==> config.mk <==
export PLATFORM = sky130hd
export DESIGN_NAME = instr_fetch_unit
export DESIGN_NICKNAME = d
export VERILOG_FILES = /design/src/rtl/instr_fetch_unit.sv
export SDC_FILE = /design/constraint.sdc
export NUM_CORES = 1
export LEC_CHECK = 0
export ABC_AREA = 1
export CORE_AREA = 2 2 115 128
export CTS_CLUSTER_SIZE = 30
export DETAILED_ROUTE_END_ITERATION = 16
export DIE_AREA = 0 0 117 130
export HOLD_SLACK_MARGIN = 0.03
export PLACE_DENSITY = 0.81
export SLEW_MARGIN = 30
export SYNTH_ARGS = -nofsm -noshare
export SYNTH_HDL_FRONTEND = slang
export SYNTH_SLANG_ARGS = --single-unit
export TNS_END_PERCENT = 50
==> constraint.sdc <==
create_clock -name CLK -period 3.1 [get_ports CLK]
set_input_delay 0.31 -clock CLK [delete_from_list [all_inputs] [get_ports CLK]]
set_output_delay 0.31 -clock CLK [all_outputs]
set_load 0.03 [all_outputs]
==> src/rtl/instr_fetch_unit.sv <==
// Instruction fetch/issue stage: owns the PC, fetches over REQ/ACK, issues fields.
// Optional IFU_IRQ_EN adds interrupt ports and the pending/redirect logic.
module instr_fetch_unit #(
  parameter int                ADDR_W     = 32,
  parameter logic [ADDR_W-1:0] RESET_ADDR = '0,
  parameter logic [ADDR_W-1:0] ILLOP_ADDR = ADDR_W'(4),
  parameter logic [ADDR_W-1:0] XADDR      = ADDR_W'(8)
) (
  input  logic              CLK,
  input  logic              RESET,
  output logic              IMEM_REQ,
  output logic [ADDR_W-1:0] IMEM_ADDR,
  input  logic              IMEM_ACK,
  input  logic [31:0]       IMEM_DATA,
  output logic              INSTR_VALID,
  input  logic              INSTR_READY,
  output logic [5:0]        OPCODE,
  output logic [4:0]        RC,
  output logic [4:0]        RA,
  output logic [4:0]        RB,
  output logic [15:0]       LITERAL,
  output logic [ADDR_W-1:0] PC_PLUS4,
  input  logic [2:0]        PCSEL,
`ifdef IFU_IRQ_EN
  input  logic              IRQ,
  output logic              IRQ_TAKEN,
  output logic [ADDR_W-1:0] XP_OUT,
`endif
  input  logic [ADDR_W-1:0] JT
);

  typedef enum logic {
    FETCH,
    ISSUE
  } state_e;

  state_e            state_q;
  logic              req_q;
  logic              valid_q;
  logic [ADDR_W-1:0] pc_q;
  logic [ADDR_W-1:0] pc4_q;
  logic [5:0]        opcode_q;
  logic [4:0]        rc_q;
  logic [4:0]        ra_q;
  logic [4:0]        rb_q;
  logic [15:0]       lit_q;

  logic              retire;
  logic [ADDR_W-1:0] br_off;
  logic [ADDR_W-1:0] sel_pc_d;
  logic [ADDR_W-1:0] next_pc_d;

`ifdef IFU_IRQ_EN
  logic              pend_q;
  logic              taken_q;
  logic [ADDR_W-1:0] xp_q;
  logic              take_irq;
`endif

  assign retire = (state_q == ISSUE) && valid_q && INSTR_READY;
  assign br_off = {{(ADDR_W-18){lit_q[15]}}, lit_q, 2'b00};

  // Next PC from the decoder's select; pc4_q always holds PC+4.
  always_comb begin
    sel_pc_d = ILLOP_ADDR;
    case (PCSEL)
      3'd0:    sel_pc_d = pc4_q;
      3'd1:    sel_pc_d = pc4_q + br_off;
      3'd2:    sel_pc_d = JT & ~ADDR_W'(3);
      3'd4:    sel_pc_d = XADDR;
      default: sel_pc_d = ILLOP_ADDR;
    endcase
  end

`ifdef IFU_IRQ_EN
  assign take_irq  = retire && pend_q;
  // A pending interrupt redirects the retire to the vector.
  assign next_pc_d = take_irq ? XADDR : sel_pc_d;
`else
  assign next_pc_d = sel_pc_d;
`endif

  // Fetch/issue FSM with registered outputs.
  always_ff @(posedge CLK) begin
    if (RESET) begin
      state_q  <= FETCH;
      req_q    <= 1'b0;
      valid_q  <= 1'b0;
      pc_q     <= RESET_ADDR;
      pc4_q    <= RESET_ADDR + ADDR_W'(4);
      opcode_q <= '0;
      rc_q     <= '0;
      ra_q     <= '0;
      rb_q     <= '0;
      lit_q    <= '0;
`ifdef IFU_IRQ_EN
      pend_q   <= 1'b0;
      taken_q  <= 1'b0;
      xp_q     <= '0;
`endif
    end else begin
`ifdef IFU_IRQ_EN
      pend_q  <= (pend_q & ~retire) | IRQ;
      taken_q <= take_irq;
      if (take_irq) xp_q <= sel_pc_d;
`endif
      case (state_q)
        FETCH: begin
          if (!req_q) begin
            req_q <= 1'b1;
          end else if (IMEM_ACK) begin
            opcode_q <= IMEM_DATA[31:26];
            rc_q     <= IMEM_DATA[25:21];
            ra_q     <= IMEM_DATA[20:16];
            rb_q     <= IMEM_DATA[15:11];
            lit_q    <= IMEM_DATA[15:0];
            req_q    <= 1'b0;
            valid_q  <= 1'b1;
            state_q  <= ISSUE;
          end
        end
        ISSUE: begin
          if (retire) begin
            pc_q    <= next_pc_d;
            pc4_q   <= next_pc_d + ADDR_W'(4);
            valid_q <= 1'b0;
            req_q   <= 1'b1;
            state_q <= FETCH;
          end
        end
        default: state_q <= FETCH;
      endcase
    end
  end

  assign IMEM_REQ    = req_q;
  assign IMEM_ADDR   = pc_q;
  assign INSTR_VALID = valid_q;
  assign OPCODE      = opcode_q;
  assign RC          = rc_q;
  assign RA          = ra_q;
  assign RB          = rb_q;
  assign LITERAL     = lit_q;
  assign PC_PLUS4    = pc4_q;
`ifdef IFU_IRQ_EN
  assign IRQ_TAKEN   = taken_q;
  assign XP_OUT      = xp_q;
`endif

endmodule

======== After elaboration in Yosys (flattened, before gate mapping) ========
Cells that the tools add are included.
storage, ports and cells
  register bits after elaboration ......... 104
  input port bits ......................... 71
  output and inout port bits .............. 103
  word-level logic and storage cells ...... 38
operators by class
  $add $sub $neg .......................... 2
  equal/unequal tests ..................... 6
  multiplexer cells ....................... 13
  bitwise gates (word level) .............. 1
  reduce and logical (&&, ||, !) cells .... 6
operators by type and width
  operator               count
  $pmux 32 s4            1
  $add 32x3->32 const B  1
  $add 32x32->32         1
  $mux 1                 9
  $pmux 1 s2             3
  $reduce_and 3->1       2
  $ne 2x2->1 const B     2
  $eq 3x1->1 const B     1
  $eq 3x2->1 const B     1
  $eq 3x3->1 const B     1
  $logic_not 3->1        1
  $logic_and 1x1->1      2
  $ne 2x1->1 const B     1
  $reduce_and 2->1       1
  $not 1->1              1

======== Longest topological paths before layout ========
  depth in word-level cells ............... 4
  mapped depth ............................ 22
  mapped depth without buffers ............ 21

======== Worst setup path after synthesis ========
No wires, ideal clock.
  path type ............................... reg-to-reg
  start ................................... register lit_q[0] (netlist: LITERAL[0])
  end ..................................... register pc4_q[30] (netlist: PC_PLUS4[30])
  library setup time ...................... 0.110 ns
  arrival time ............................ 2.680 ns
  data required time ...................... 2.990 ns
  setup slack ............................. 0.310 ns
  stages on the path, launching flop included .. 21
  path buffers ............................ 0
  clock period less this slack ............ 2.790 ns
  path through ............................ dfxtp_1 > ha_1 > fa_1 > nand3_1 > nand2_1 > inv_1 > nand2_1 > ha_1 > inv_1 > nor2_4 > nand2_2 > nor2_4 > nand3_4 > nor2_4 > nand3_1 > nor2_1 > nand3_1 > nand2_1 > nand3_1 > nand2_1 > inv_1
between the ends
  word-level cells in the longest chain between the ends .. 3
ends and longest elaborated chain
  item                    line  text
  from (decl)             46    logic [15:0] lit_q;
  from (signal assigned)  116   lit_q <= IMEM_DATA[15:0];
  $add 32x32->32          68    3'd1: sel_pc_d = pc4_q + br_off;
  $pmux 32 s4             66    case (PCSEL)
  net next_pc_d[3]        51    logic [ADDR_W-1:0] next_pc_d;
  $add 32x3->32           125   pc4_q <= next_pc_d + ADDR_W'(4);
  to (signal assigned)    90    pc4_q <= RESET_ADDR + ADDR_W'(4);
  to (signal assigned)    125
  to (decl)               41    logic [ADDR_W-1:0] pc4_q;
The timed path passes the listed nets, and every way through them passes these cells.
A chain may end at the register's enable or synchronous reset.

======== Worst setup path after layout ========
  start ................................... register lit_q[0] (netlist: LITERAL[0])
  end ..................................... register pc4_q[18] (netlist: PC_PLUS4[18])
Same word-level chain as after synthesis.

==> summary.txt <==
Synthesis
  – Syn_nets: 1,250
  – Share of flip-flops with an asynchronous set or reset: 0%
  – Syn_area_per_cell: 6.05 sq um
  – Synth cell count leaders: nand2_1, inv_1, nor2_1, dfxtp_1, nand3_1
  – #FFs+latches synth: 97
  – Top cell type by total area after synthesis: dfxtp_1
  – Top-area cell type share of the netlist area: 28.0%
  – Prevailing post-synth register cell: dfxtp_1
  – YS warnings: 0
  – Ranking of synthesized cells by area: dfxtp_1, nand2_1, inv_1
  – Cell variety after synth: 42
  – Syn Std Cell Area: 6940 sq um
  – Top-count cell post-synth: nand2_1
  – Mapped Cells: 1,148
  – Post-synthesis sequential area ratio: 28.0%
  – Number of synthesized flops with an enable pin: 0

Floorplanning
  – Die width: 117 microns
  – Die height: 130 microns
  – Core area: 14,100 sq um
  – Initial Util: 49.2%
  – DIE AREA: 15,200 sq um
  – I/O Pins: 174
  – Std-Cell Rows: 46

Placement
  – Hpwl dp: 18.4 mm
  – RePlAce Congestion: 1.00
  – Dpl cell area: 8900 sq um
  – I/O Buffers: 171

Layout
  – Fin area: 9250 sq um
  – Fraction of layout cells with a size suffix above 1: 7.47%
  – Sequential Area: 1940 sq um
  – Fill count: 1,334
  – Multi-input logic area: 4130 sq um
  – Area grow syn2layout: 33.3%
  – NumNets Final: 1,423
  – ANT cells: 0

Global routing
  – Vias in the first global route: 7,429
  – Grt total ovfl: 0
  – Largest net degree at the start of global routing: 40
  – Antenna violations before repair: 0
  – First-pass GRT wire length: 36.4 mm
  – Overall routing resource usage: 31.0%

Timing
  – Min Clock Period, post-route: 2900 ps
  – Slew @ Worst Pin: 749 ps
  – Clk_skew: 8.13 ps
  – Tcrit/Tclk final: 93.6%
  – Final hold violations: 0
  – Final setup viols: 0
  – Final TNS setup: 0 ps
  – Maximum clock rate: 344 MHz
  – Final Max Tran Viols: 0
  – Worst slew margin: 50.0%

Pwr
  – Sequential share of power: 43.9%
  – Total power: 0.00301 W
  – Combinational share of power: 19.1%
  – Switching power: 0.000906 W
  – Clk pwr share: 37.0%
  – Worst IR Drop VDD: 0.000338 V
  – Sw Share: 30.1%
  – Lkg Pwr: 4.44 nW
  – Cell-internal power: 0.00210 W
  – Pwr per Cell Area: 325 nW/um^2

Worst setup path
  – CP max FO: 4
  – Element type at the critical path end: flip-flop
  – Crit-path most repeated cell: nor2_4
  – R2r setup slk: 200 ps
  – CP max stage delay: 490 ps
  – Reg-to-reg endpoint: PC_PLUS4[18]
  – Startpoint types: flip-flop
  – CP startpoint: LITERAL[0]
  – Reg2reg path depth: 18
  – Crit-path slowest cell: fa_1
  – CP Cell Sequence: ha_4 -> fa_1 -> nand3_1 -> nand2_1 -> inv_1 -> nand2_2 -> ha_2 -> inv_1 -> nor2_4 -> nand2_2 -> nor2_4 -> nand3_4 -> nor2_4 -> nand3_4 -> nor2_4 -> xor2_1 -> o21ai_1 -> inv_1
  – Reg2Reg Launch Point: LITERAL[0]
  – CP Class: flip-flop to flip-flop
  – CP Capture Point: PC_PLUS4[18]
  – CP required: 3410 ps
  – WP data arrival: 3210 ps

Worst hold path
  – Worst Hold Class: flip-flop to flip-flop
  – Hold path startpoint: IMEM_ADDR[28]

Detailed routing
  – Residual DRC count: 0
  – Drt pass-1 iters: 7
  – Drt wl/cell: 15.4 microns
  – Vias: 7,873
  – DRT antenna net count: 0
  – Via-per-instance ratio: 5.19
  – Iter 0 DRT Violations: 647
  – Final WL: 23.4 mm

Clock network
  – CTS Root Cell: clkbuf_16
  – CTS tree: built
  – CTS H-tree lvls: 3
  – Clk slew on worst S/H paths: 70 ps
  – Clk_lat worst skew: 360 ps
  – Longest Clk Path Bufs: 2
  – Clock sink total: 97
  – Num CTS Buffers: 9

Run
  – Max cap viols: 0

Status
  – Status: finished clean
==> placed cells by master (no fill, tap or decap), drive strengths merged, types with 5 or more instances in the layout <==
cell and count:
nor3 9, nand3b 5, buf 27, dfxtp 97, o21ai 82, a22o 20, nor2 146, nand3 99
nand2 346, a21oi 40, clkbuf 10, ha 30, inv 196, clkdlybuf4s50 171, nand4 15
==> power by group through the flow <==
stage	clock network, W	logic, W	registers [W]
4_1_cts	0.00113	0.000568	0.00132
3_5_place_dp	0	0.000563	0.00135
3_3_place_gp	0	0.000558	0.00135
2_1_floorplan	0	0.000244	0.00142
6_report	0.00111	0.000574	0.00132
5_1_grt	0.00117	0.000622	0.00133
==> per-stage QoR <==
stage	setup slack, ps	hold slack (ps)	util, %	std cells
finish	197	458	65.6	1518
global route	-22.3	469	65.6	1518
CTS	57.4	455	65.1	1515
detailed placement	23.4	444	63.1	1499
global placement	74.4	440	63.1	1499
floorplan	310	445	-	1148
==> routing by layer <==
layer	GRT usage, %	vias to the layer above	part of all wire (%)
li1	-	3970	-
met4	15.6	0	5.1
met2	54.1	351	48
met5	0	-	0
met1	35.0	3471	39
met3	7.71	81	8.2
==> cell families (layout without fill, tap and decap cells) <==
family	after synthesis	after routing	share of synthesized area, %
xor+xnor	6	6	0.757
fa+ha+maj	31	31	5.70
compound gates	157	157	13.0
flops	97	97	28.0
simple gates	626	626	39.4
buf+inv	231	409	13.2
==> how the worst min path moves through the flow <==
stage                          to  slack (ps)  cells after the start
floorplan              LITERAL[0]         440                      2
CTS                  IMEM_ADDR[7]         450                      2
global route        IMEM_ADDR[28]         470                      2
detailed placement   IMEM_ADDR[7]         440                      2
global placement    IMEM_ADDR[12]         440                      2
finish              IMEM_ADDR[28]         460                      2
==> critical path, delay by kind of cell, from the launching register on <==
family	cells	cell delay, ps
AOI/OAI and AO/OA	1	80
xor gates and xnor gates	1	220
adders and majority gates	3	860
buffers and inverters	3	180
DFF	1	350
and+or+nand+nor	10	1150
==> sequential cells by signal (all words and copies together), names as in the netlist <==
signal	flops
RA	5
RB	5
OPCODE	6
state_q	1
IMEM_ADDR	32
IMEM_REQ	1
PC_PLUS4	30
INSTR_VALID	1
LITERAL	11
RC	5
==> cell type report <==
cell class | instances | share of cell area, %
inverters | 195 | 7.98
flip-flops and latches | 97 | 21.0
clock buffers | 10 | 2.58
clock inverters | 6 | 0.527
repair buffers | 198 | 20.7
well taps | 192 | 2.60
multi-input cells | 820 | 44.6
==> repair_timing <==
item | 4_1_cts | 5_1_grt
setup endpoints to repair | 0 | 15
hold buffers | 0 | 0
gates resized for setup | 0 | 11
buffers inserted | 0 | 3
(Power assumes the default switching activity.)
